### src/rtl/dividend_rebuild_pkg.sv
// Shared definitions for the dividend rebuild block: default width,
// FSM state encodings and the bit-counter width helper.
`ifndef WIDTH
`define WIDTH 8
`endif

package dividend_rebuild_pkg;

  localparam int DR_WIDTH = `WIDTH;

  localparam logic [1:0] ST_IDLE = 2'd0;
  localparam logic [1:0] ST_CALC = 2'd1;
  localparam logic [1:0] ST_FIN  = 2'd2;

  // A one-bit counter is still needed when WIDTH is 1.
  function automatic int cnt_width(input int w);
    return (w > 1) ? $clog2(w) : 1;
  endfunction

endpackage

### src/rtl/dividend_rebuild_shift_add_step.sv
// One shift-and-add step: adds d << idx when the quotient bit is set,
// plus the remainder on the final step.
module dividend_rebuild_shift_add_step
  import dividend_rebuild_pkg::*;
#(
  parameter int WIDTH = DR_WIDTH,
  parameter int CNT_W = cnt_width(WIDTH)
) (
  input  logic [2*WIDTH:0] acc_i,
  input  logic [WIDTH-1:0] d_i,
  input  logic [CNT_W-1:0] idx_i,
  input  logic             q_bit_i,
  input  logic             add_r_i,
  input  logic [WIDTH-1:0] r_i,
  output logic [2*WIDTH:0] acc_next_o
);

  logic [2*WIDTH:0] d_ext_s;
  logic [2*WIDTH:0] term_s;
  logic [2*WIDTH:0] r_term_s;

  // Operands are widened before shifting so nothing is lost off the top.
  always_comb begin
    d_ext_s    = {{(WIDTH+1){1'b0}}, d_i};
    term_s     = q_bit_i ? (d_ext_s << idx_i) : '0;
    r_term_s   = add_r_i ? {{(WIDTH+1){1'b0}}, r_i} : '0;
    acc_next_o = acc_i + term_s + r_term_s;
  end

endmodule

### src/rtl/dividend_rebuild.sv
// Rebuilds dividend = q*d + r one quotient bit per clock, LSB first, and
// flags illegal operand sets and results that overflow WIDTH bits.
`ifndef WIDTH
`define WIDTH 8
`endif

module dividend_rebuild
  import dividend_rebuild_pkg::*;
#(
  parameter int WIDTH = `WIDTH
) (
  input  logic             clk,
  input  logic             rst_n,
  input  logic             start,
  input  logic [WIDTH-1:0] q,
  input  logic [WIDTH-1:0] d,
  input  logic [WIDTH-1:0] r,
  output logic             busy,
  output logic             done,
  output logic [WIDTH-1:0] result,
  output logic             overflow,
  output logic             error
);

  localparam int CNT_W = cnt_width(WIDTH);
  localparam logic [CNT_W-1:0] LAST_IDX = CNT_W'(WIDTH - 1);
  localparam logic [CNT_W-1:0] ONE_IDX  = CNT_W'(1);

  logic [1:0]       state_q;
  logic [WIDTH-1:0] q_op_q;
  logic [WIDTH-1:0] d_op_q;
  logic [WIDTH-1:0] r_op_q;
  logic [2*WIDTH:0] acc_q;
  logic [2*WIDTH:0] acc_d;
  logic [CNT_W-1:0] cnt_q;
  logic             busy_q;
  logic             done_q;
  logic [WIDTH-1:0] result_q;
  logic             overflow_q;
  logic             error_q;
  logic             illegal_s;
  logic             last_s;

  // Operand legality and final-step detection.
  always_comb begin
    illegal_s = (d == '0) || (r >= d);
    last_s    = (cnt_q == LAST_IDX);
  end

  dividend_rebuild_shift_add_step #(
    .WIDTH (WIDTH),
    .CNT_W (CNT_W)
  ) u_step (
    .acc_i      (acc_q),
    .d_i        (d_op_q),
    .idx_i      (cnt_q),
    .q_bit_i    (q_op_q[cnt_q]),
    .add_r_i    (last_s),
    .r_i        (r_op_q),
    .acc_next_o (acc_d)
  );

  // Control FSM; the illegal path leaves acc at zero so FIN reports result 0.
  always_ff @(posedge clk or negedge rst_n) begin
    if (!rst_n) begin
      state_q    <= ST_IDLE;
      q_op_q     <= '0;
      d_op_q     <= '0;
      r_op_q     <= '0;
      acc_q      <= '0;
      cnt_q      <= '0;
      busy_q     <= 1'b0;
      done_q     <= 1'b0;
      result_q   <= '0;
      overflow_q <= 1'b0;
      error_q    <= 1'b0;
    end else begin
      case (state_q)
        ST_IDLE: begin
          done_q <= 1'b0;
          if (start) begin
            q_op_q     <= q;
            d_op_q     <= d;
            r_op_q     <= r;
            acc_q      <= '0;
            cnt_q      <= '0;
            busy_q     <= 1'b1;
            overflow_q <= 1'b0;
            error_q    <= illegal_s;
            state_q    <= illegal_s ? ST_FIN : ST_CALC;
          end else begin
            state_q <= ST_IDLE;
          end
        end
        ST_CALC: begin
          acc_q <= acc_d;
          if (last_s) begin
            state_q <= ST_FIN;
          end else begin
            cnt_q <= cnt_q + ONE_IDX;
          end
        end
        ST_FIN: begin
          result_q   <= acc_q[WIDTH-1:0];
          overflow_q <= |acc_q[2*WIDTH:WIDTH];
          done_q     <= 1'b1;
          busy_q     <= 1'b0;
          state_q    <= ST_IDLE;
        end
        default: begin
          state_q <= ST_IDLE;
          busy_q  <= 1'b0;
          done_q  <= 1'b0;
        end
      endcase
    end
  end

  assign busy     = busy_q;
  assign done     = done_q;
  assign result   = result_q;
  assign overflow = overflow_q;
  assign error    = error_q;

endmodule

### config.mk
export PLATFORM = sky130hd
export DESIGN_NAME = dividend_rebuild
export DESIGN_NICKNAME = d
export VERILOG_FILES = /design/src/rtl/dividend_rebuild_pkg.sv /design/src/rtl/dividend_rebuild_shift_add_step.sv /design/src/rtl/dividend_rebuild.sv
export SDC_FILE = /design/constraint.sdc
export NUM_CORES = 1
export LEC_CHECK = 0
export BUFFER_PORTS_ARGS = -buffer_cell sky130_fd_sc_hd__buf_4
export CORE_MARGIN = 2
export CORE_UTILIZATION = 60
export DETAILED_ROUTE_END_ITERATION = 8
export GPL_TIMING_DRIVEN = 1
export PLACE_DENSITY = 0.81
export SLEW_MARGIN = 20
export SYNTH_ARGS = -nofsm -noshare
export SYNTH_HDL_FRONTEND = slang
export SYNTH_SLANG_ARGS = --single-unit
export TNS_END_PERCENT = 50
### constraint.sdc
create_clock -name clk -period 7.05 [get_ports clk]
set_clock_uncertainty 0.05 [all_clocks]
set_input_delay 0.705 -clock clk [delete_from_list [all_inputs] [get_ports clk]]
set_output_delay 0.705 -clock clk [all_outputs]
set_load 0.1 [all_outputs]
Word-level counts from Yosys, hierarchy flattened
Index checks and enable logic that the tools add are counted.
- shifts and indexed selects: 1
- eq/ne operators: 6
- reductions and logical operators: 11
- bitwise operators: 1
- add/subtract/negate cells: 3
- order comparisons: 2
- mux-type cells: 18
- operator list (kind ; count):
    adder 17 bit ; 2
    two-way mux 17 bit ; 2
    case mux 17 bit (2 select lines) ; 1
    << shifter 8 x 3 -> 17 bit ; 1
    OR reduction 9 bit ; 1
    >= comparator 8 bit ; 1
    logical NOT 8 bit ; 1
    two-way mux 8 bit ; 1
    AND reduction 2 bit ; 4
    two-way mux 2 bit ; 3
    two-way mux 3 bit ; 2
    case mux 1 bit (2 select lines) ; 3
    case mux 3 bit (2 select lines) ; 1
    < comparator 3 x 4 -> 1 bit, second input constant ; 1
    != test 2 bit, second input constant ; 2
    case mux 2 bit (2 select lines) ; 1
    nonzero test 2 bit ; 2
    adder 3 x 1 -> 3 bit, second input constant ; 1
    binary-select mux 1 bit (select 3 bit) ; 1
    equality test 3 bit, second input constant ; 1
    two-way mux 1 bit ; 3
    AND reduction 3 bit ; 1
    equality test 2 x 1 -> 1 bit, second input constant ; 1
    equality test 2 bit, second input constant ; 1
    other kinds (4) ; 4
- output and inout port bits: 12
- flip-flop bits (word level): 58

Logic depth before layout (Yosys ltp)
Gate-level depths: netlist (run 1).
- depth after elaboration: 6
- mapped depth: 14
- depth with buffers taken out: 13

Hierarchy
A second synthesis (run 1) with hierarchy kept.
- cells, all modules: 403
- area total of the unflattened synthesis: 3935.0 sq um
- modules (own cells, without submodules) (module ; instances ; cells an instance ; area each (sq um)):
    dividend_rebuild ; 1 ; 220 ; 2546.2
    dividend_rebuild_shift_add_step ; 1 ; 183 ; 1388.8

Least setup slack after synthesis (run 1)
No wires, ideal clock.
- path kind: reg2reg
- from: register cnt_q[0]
- to: register acc_q[15]
- stages on the path, launching flop included: 13
- path slack: 3.703 ns
- clock period less this slack: 3.347 ns
- arrival time: 3.228 ns
- required time: 6.931 ns
- cell sequence: dfrtp_1 > mux4_1 > nand2b_1 > and2_1 > buf_2 > nor2_1 > fa_1 > ha_1 > o211ai_2 > a21oi_2 > o211a_1 > or4_1 > nand3_1
- cells in the longest elaborated chain, start to end: 6
- elaborated cells on any way between the ends: 9
- classes of those cells: add/sub (2); eq/ne (1); shift (1); mux (5)
- ends and longest elaborated chain (item ; line ; RTL):
    start: declaration ; dividend_rebuild.sv:35 ; logic [CNT_W-1:0] cnt_q;
    start signal: assignment ; dividend_rebuild.sv:100 ; cnt_q <= cnt_q + ONE_IDX;
    binary-select mux 1 bit (select 3 bit) ; dividend_rebuild.sv:57 ; .q_bit_i (q_op_q[cnt_q]),
    two-way mux 1 bit (not written as such) ; dividend_rebuild.sv:57 ;
    two-way mux 17 bit ; dividend_rebuild_shift_add_step.sv:25 ; term_s = q_bit_i ? (d_ext_s << idx_i) : '0;
    adder 17 bit ; dividend_rebuild_shift_add_step.sv:27 ; acc_next_o = acc_i + term_s + r_term_s;
    adder 17 bit (*) ; dividend_rebuild_shift_add_step.sv:27 ;
    case mux 17 bit (2 select lines) (*) ; dividend_rebuild.sv:78 ; case (state_q)
    end signal: assignment ; dividend_rebuild.sv:70 ; acc_q <= '0;
    end signal: assignment ; dividend_rebuild.sv:85 ; acc_q <= '0;
    end signal: assignment ; dividend_rebuild.sv:96 ; acc_q <= acc_d;
    end: declaration ; dividend_rebuild.sv:33 ; logic [2*WIDTH:0] acc_q;
Every way passes the cells marked *; elsewhere a longest branch is shown, timed or not. The select of a mux whose other input is x is not followed.
A chain may end at the register's enable or synchronous reset.

Final worst setup path (run 1)
- from: register cnt_q[0]
- to: register acc_q[12]
The elaborated chain is that of the path after synthesis.

==> results of run 1 <==
==> kinds of logic after synthesis <==
kind of cell / synth area share (%)
and+or+nand+nor: 19.1
AOI/OAI and AO/OA: 15.1
DFF: 37.7
adders and majority gates: 15.1
buffers and inverters: 3.89
muxes: 7.34
xor gates and xnor gates: 1.82
==> area by class of cell <==
class | count | area [µm²]
clock buffer | 13 | 149
sequential | 58 | 1450
fill | 491 | 1930
tap | 77 | 96.3
clock inverter | 2 | 37.5
multi-input combinational | 331 | 2250
timing repair buffer | 39 | 293
inverter | 17 | 63.8
==> flip-flops by register name (all words and copies together) (netlist names) <==
signal,flops
d_op_q,8
acc_q,17
state_q,2
q_op_q,8
cnt_q,3
overflow,1
error,1
r_op_q,8
result,8
busy,1
done,1
==> cells in the mapped netlist (all sizes together), types with 2 or more instances <==
master  count
xor2        6
and3        4
and2        8
mux2       11
nor4        4
o31ai       4
a31oi       2
buf         8
clkbuf     12
a211oi      5
nand2      82
a21o        8
nand3      16
xnor2       2
o21bai      2
o211ai      3
nand2b      9
ha         32
a21oi      24
nor3        4
mux4        2
a22o        2
mux2i      11
nor2b       2
o21a        4
nor2       29
o21ai      30
fa          9
inv        17
dfrtp      58
nand4       5
a221oi      2
==> report_power, final <==
part	switching, µW	total [µW]	internal [µW]
clock network	127	298	171
logic	752	1150	403
registers	140	621	481
==> stage by stage <==
step	power [µW]	utilization, %	hold slack (ns)	setup WS [ns]
after floorplan	1510	-	0.359	3.70
after global placement	1740	66.2	0.402	3.30
after detailed placement	1770	66.2	0.405	3.17
after CTS	2080	69.2	0.392	3.16
after global routing	2250	69.2	0.424	2.92
final	2070	69.2	0.358	3.15
==> critical path: stages (launching register included) <==
cell and delay, ns:
dfrtp_1 0.67, mux4_1 0.61, nand2b_1 0.16, and2_1 0.30, nor2_1 0.10, fa_1 0.44, ha_1 0.39, o211ai_1 0.18
o211ai_1 0.22, nand4_1 0.23, and3_1 0.25, o31ai_1 0.21
==> how the worst max path moves through the flow <==
stage,from,endpoint
after global placement,cnt_q[0]$_DFFE_PN0P_,acc_q[9]$_DFFE_PN0P_
after global routing,cnt_q[0]$_DFFE_PN0P_,acc_q[12]$_DFFE_PN0P_
final,cnt_q[0]$_DFFE_PN0P_,acc_q[12]$_DFFE_PN0P_
after detailed placement,cnt_q[0]$_DFFE_PN0P_,acc_q[9]$_DFFE_PN0P_
after floorplan,cnt_q[0]$_DFFE_PN0P_,acc_q[15]$_DFFE_PN0P_
after CTS,cnt_q[0]$_DFFE_PN0P_,acc_q[12]$_DFFE_PN0P_
==> per-layer routing <==
| layer | wire (µm) | up-vias | GRT usage (%) |
|---|---|---|---|
| met5 | 0 | - | 0 |
| met2 | 4050 | 87 | 42.6 |
| li1 | - | 1545 | - |
| met1 | 3940 | 1488 | 36.5 |
| met3 | 417 | 23 | 4.82 |
| met4 | 310 | 0 | 13.3 |
==> impl_metrics.json, run 1 <==
{
  "fp.dieArea_mm2": 0.00708,
  "routed_wl_mm": 8.72,
  "syn_avg_cell_area_um2": 9.05,
  "syn_nets": 494,
  "netlist_area_mm2": 0.00385,
  "dp_hpwl_mm": 6.59,
  "max_freq_mhz": 256,
  "gr-total-overflow": 0,
  "rows": 29,
  "ff2ff_path_depth": 11,
  "synth_top_area_share_pct": 37.7,
  "fin_area_mm2": 0.00434,
  "numPortBuffers": 38,
  "drtAntennaViolNets": 0,
  "initial_core_util_pct": 61.4,
  "synth_edf_count": 0,
  "dieHeight_um": 84.2,
  "post_drt_wl_per_cell_um": 16.2,
  "cts_sinks": 58,
  "critPathCaptureType": "register",
  "drt_iter0_markers": 163,
  "cts_tree": "built",
  "grt_start_max_net_pins": 59,
  "critPathRequiredTime_ns": 7.24,
  "async_flop_share_pct": 100,
  "grt_pass1_wl_mm": 15.1,
  "timing.rr.end": "acc_q[12]$_DFFE_PN0P_",
  "period_share_pct": 55.4,
  "cts_htree_levels": 3,
  "cts_setup_buffers": 0,
  "max_slew_margin_pct": 36.7,
  "reg2reg_slack_ns": 3.15,
  "p_leak_uw": 0.00217,
  "power_density_mw_per_mm2": 478,
  "slew_violations": 0,
  "maxCapViolations": 0,
  "status": "finished clean",
  "synth_area_leaders": "dfrtp_1, ha_1, nand2_1",
  "clock_path_buffers": 2,
  "synthToLayoutAreaGrowth_pct": 12.7,
  "ir_drop_uv": 334,
  "cts_hold_buf": 0,
  "final_cells": 537,
  "finalHoldViolCount": 0,
  "start_kind": "register",
  "die_width_um": 84.2,
  "arrival_ns": 4.10,
  "root_buffer": "clkbuf_8",
  "synth_warnings": 0,
  "drive_above_1_share_pct": 15.0,
  "cts_resized": 0,
  "n_antenna_cell": 0,
  "ys_ff_latch": 58,
  "route.vias.total": 3143,
  "setup-tns-final_ns": 0,
  "core_mm2": 0.00628,
  "viasPerCell": 5.85,
  "track_usage_pct": 27.1,
  "clk_latency_ns": 0.34,
  "min_period_ns": 3.90,
  "most-common-layout-cells": "nand2_1, dfrtp_1, buf_4",
  "antenna_found_initial": 0,
  "hold_class": "primary input to async pin",
  "path_class": "register to register",
  "final_common_cell": "nand2_1",
  "clk_pin_slew_worst_paths_ns": 0.06,
  "synth.largest_area_cell": "dfrtp_1",
  "synth_cells": 426,
  "setup_viol": 0,
  "synthFlopType": "dfrtp_1",
  "rsz0062_at_grt": "no",
  "drc_errors": 0,
  "rr_startpoint": "cnt_q[0]$_DFFE_PN0P_",
  "crit_fanout": 14,
  "routabilityCongestion": 0.968,
  "synth.yosys.seq_area_share_pct": 37.7,
  "post_synth_num_cell_types": 49,
  "ioPinCount": 39,
  "nNetsFinal": 524,
  "post_dp_cell_area_mm2": 0.00416,
  "first_pass_iters": 4,
  "dpl.cell_count": 522,
  "grt_pass1_vias": 3186,
  "cts_inserted_buffers": 9,
  "tightestPinTransition_ns": 0.949
}
Note: power is estimated with default switching activity, not from simulation.
==> run 2: changes to the inputs <==
==> constraint.sdc (replaced) <==
create_clock -name clk -period 3.6 [get_ports clk]
set_clock_uncertainty 0.05 [all_clocks]
set_input_delay 0.36 -clock clk [delete_from_list [all_inputs] [get_ports clk]]
set_output_delay 0.36 -clock clk [all_outputs]
set_load 0.1 [all_outputs]
==> run 2 against run 1 <==
Setup slack worse by 3.0 ns; utilization up 1.4 points; critical path depth unchanged; hold slack worse by 0.35 ns; wire length down 0.62%; power up 100%; largest cell class unchanged; clock-buffer cell count down 3; highest routed layer unchanged; via count up 1.0%; non-clock buffer count up 6.
==> impl_metrics.json, run 2 (synthesized netlist as in run 1, its figures left out) <==
{
  "first_pass_iters": 5,
  "root_buffer": "clkbuf_8",
  "clock_path_buffers": 2,
  "cts_htree_levels": 3,
  "routabilityCongestion": 0.858,
  "cts_tree": "built",
  "start_kind": "register",
  "pre_cts_ws_ns": 0.0954,
  "critPathRequiredTime_ns": 3.79,
  "p_leak_uw": 0.00220,
  "core_mm2": 0.00628,
  "most-common-layout-cells": "nand2_1, dfrtp_1, buf_4",
  "ir_drop_uv": 682,
  "period_share_pct": 95.8,
  "dieHeight_um": 84.2,
  "num-fill-cells": 485,
  "setup_viol": 0,
  "drive_above_1_share_pct": 18.2,
  "ioPinCount": 39,
  "nNetsFinal": 530,
  "slew_violations": 0,
  "largest_reg_flops": 17,
  "path_class": "register to register",
  "fin_area_mm2": 0.00443,
  "tightestPinTransition_ns": 0.848,
  "dp_hpwl_mm": 6.58,
  "clk_latency_ns": 0.35,
  "grt_start_max_net_pins": 59,
  "final_common_cell": "nand2_1",
  "route.vias.total": 3176,
  "max_freq_mhz": 290,
  "cts_sinks": 58,
  "fp.dieArea_mm2": 0.00708,
  "finalHoldViolCount": 0,
  "hold_class": "primary input to async pin",
  "largest_register": "acc_q",
  "critPathCaptureType": "register",
  "initial_core_util_pct": 61.4,
  "grt_pass1_vias": 3120,
  "cts_hold_buf": 0,
  "grt_pass1_wl_mm": 14.8,
  "viasPerCell": 5.84,
  "power_density_mw_per_mm2": 948,
  "gr-total-overflow": 0,
  "track_usage_pct": 26.4,
  "cts_inserted_buffers": 9,
  "arrival_ns": 3.64,
  "crit_fanout": 5,
  "maxCapViolations": 0,
  "drtAntennaViolNets": 0,
  "routed_wl_mm": 8.66,
  "cts_setup_buffers": 0,
  "finalWorstSetupSlack_ns": 0.152,
  "rsz0062_at_grt": "no",
  "numPortBuffers": 38,
  "dpl.cell_count": 528,
  "die_width_um": 84.2,
  "setup-tns-final_ns": 0,
  "antenna_found_initial": 0,
  "final_cells": 544,
  "post_dp_cell_area_mm2": 0.00420,
  "drt_iter0_markers": 196,
  "rows": 29,
  "clk_pin_slew_worst_paths_ns": 0.07,
  "n_antenna_cell": 0,
  "drc_errors": 0,
  "post_drt_wl_per_cell_um": 15.9,
  "status": "finished clean",
  "synthToLayoutAreaGrowth_pct": 15.0,
  "min_period_ns": 3.45,
  "max_slew_margin_pct": 43.4
}
-- run 2: per-layer routing --
layer / wire [µm] / track usage (%) / up-vias / share of wire, %
li1: - / - / 1552 / -
met1: 3820 / 35.2 / 1499 / 44
met2: 4200 / 43.4 / 112 / 48
met3: 507 / 5.31 / 13 / 5.9
met4: 140 / 8.94 / 0 / 1.6
met5: 0 / 0 / - / 0
-- run 2: area by class of cell --
cell class	count	area, µm²	area share, %
clock buffer	10	138	3.10
clock inverter	6	66.3	1.50
inverter	17	63.8	1.44
multi-input combinational	331	2280	51.3
sequential	58	1450	32.8
tap	77	96.3	2.17
timing repair buffer	45	342	7.70
-- run 2: power by group --
group          total [µW]  switching (µW)  internal (µW)
sequential           1170             224            944
clock                 612             274            337
combinational        2420            1550            872
-- run 2: worst max-delay path: stages, from the launching register on --
cell and delay, ns:
dfrtp_2 0.40, mux4_2 0.51, nand2_1 0.17, and2_1 0.22, nor2_1 0.09, fa_1 0.44
ha_2 0.39, o211ai_1 0.14, o211ai_1 0.23, nand4_1 0.21, and3_1 0.25, o31ai_1 0.25
-- run 2: per-stage QoR --
step	util, %	hold slack (ns)	power [µW]
2_1_floorplan	-	0.0144	2970
3_3_place_gp	67.0	0.407	3470
3_5_place_dp	67.0	0.410	3530
4_1_cts	70.2	0.0358	4160
5_1_grt	70.6	0.0737	4540
6_report	70.6	0.00880	4200
-- run 2: what timing repair did --
item / 4_1_cts / 5_1_grt
endpoints found under the setup margin: 0 / 8
resized for setup: 0 / 8
hold endpoints to repair: 0 / 0
-- run 2: path summary, 6_finish.rpt --
path	from	cells past startpoint	slack, ns	to
worst max-delay path	cnt_q[0]$_DFFE_PN0P_	11	0.15	acc_q[12]$_DFFE_PN0P_
worst min-delay path	rst_n	1	0.009	result[4]$_DFFE_PN0P_
worst max register to register	cnt_q[0]$_DFFE_PN0P_	11	0.15	acc_q[12]$_DFFE_PN0P_
worst min register to register	q_op_q[4]$_DFFE_PN0P_	2	0.43	q_op_q[4]$_DFFE_PN0P_
max in group asynchronous	rst_n	1	2.95	cnt_q[0]$_DFFE_PN0P_
min in group clk	q[3]	3	0.15	q_op_q[3]$_DFFE_PN0P_
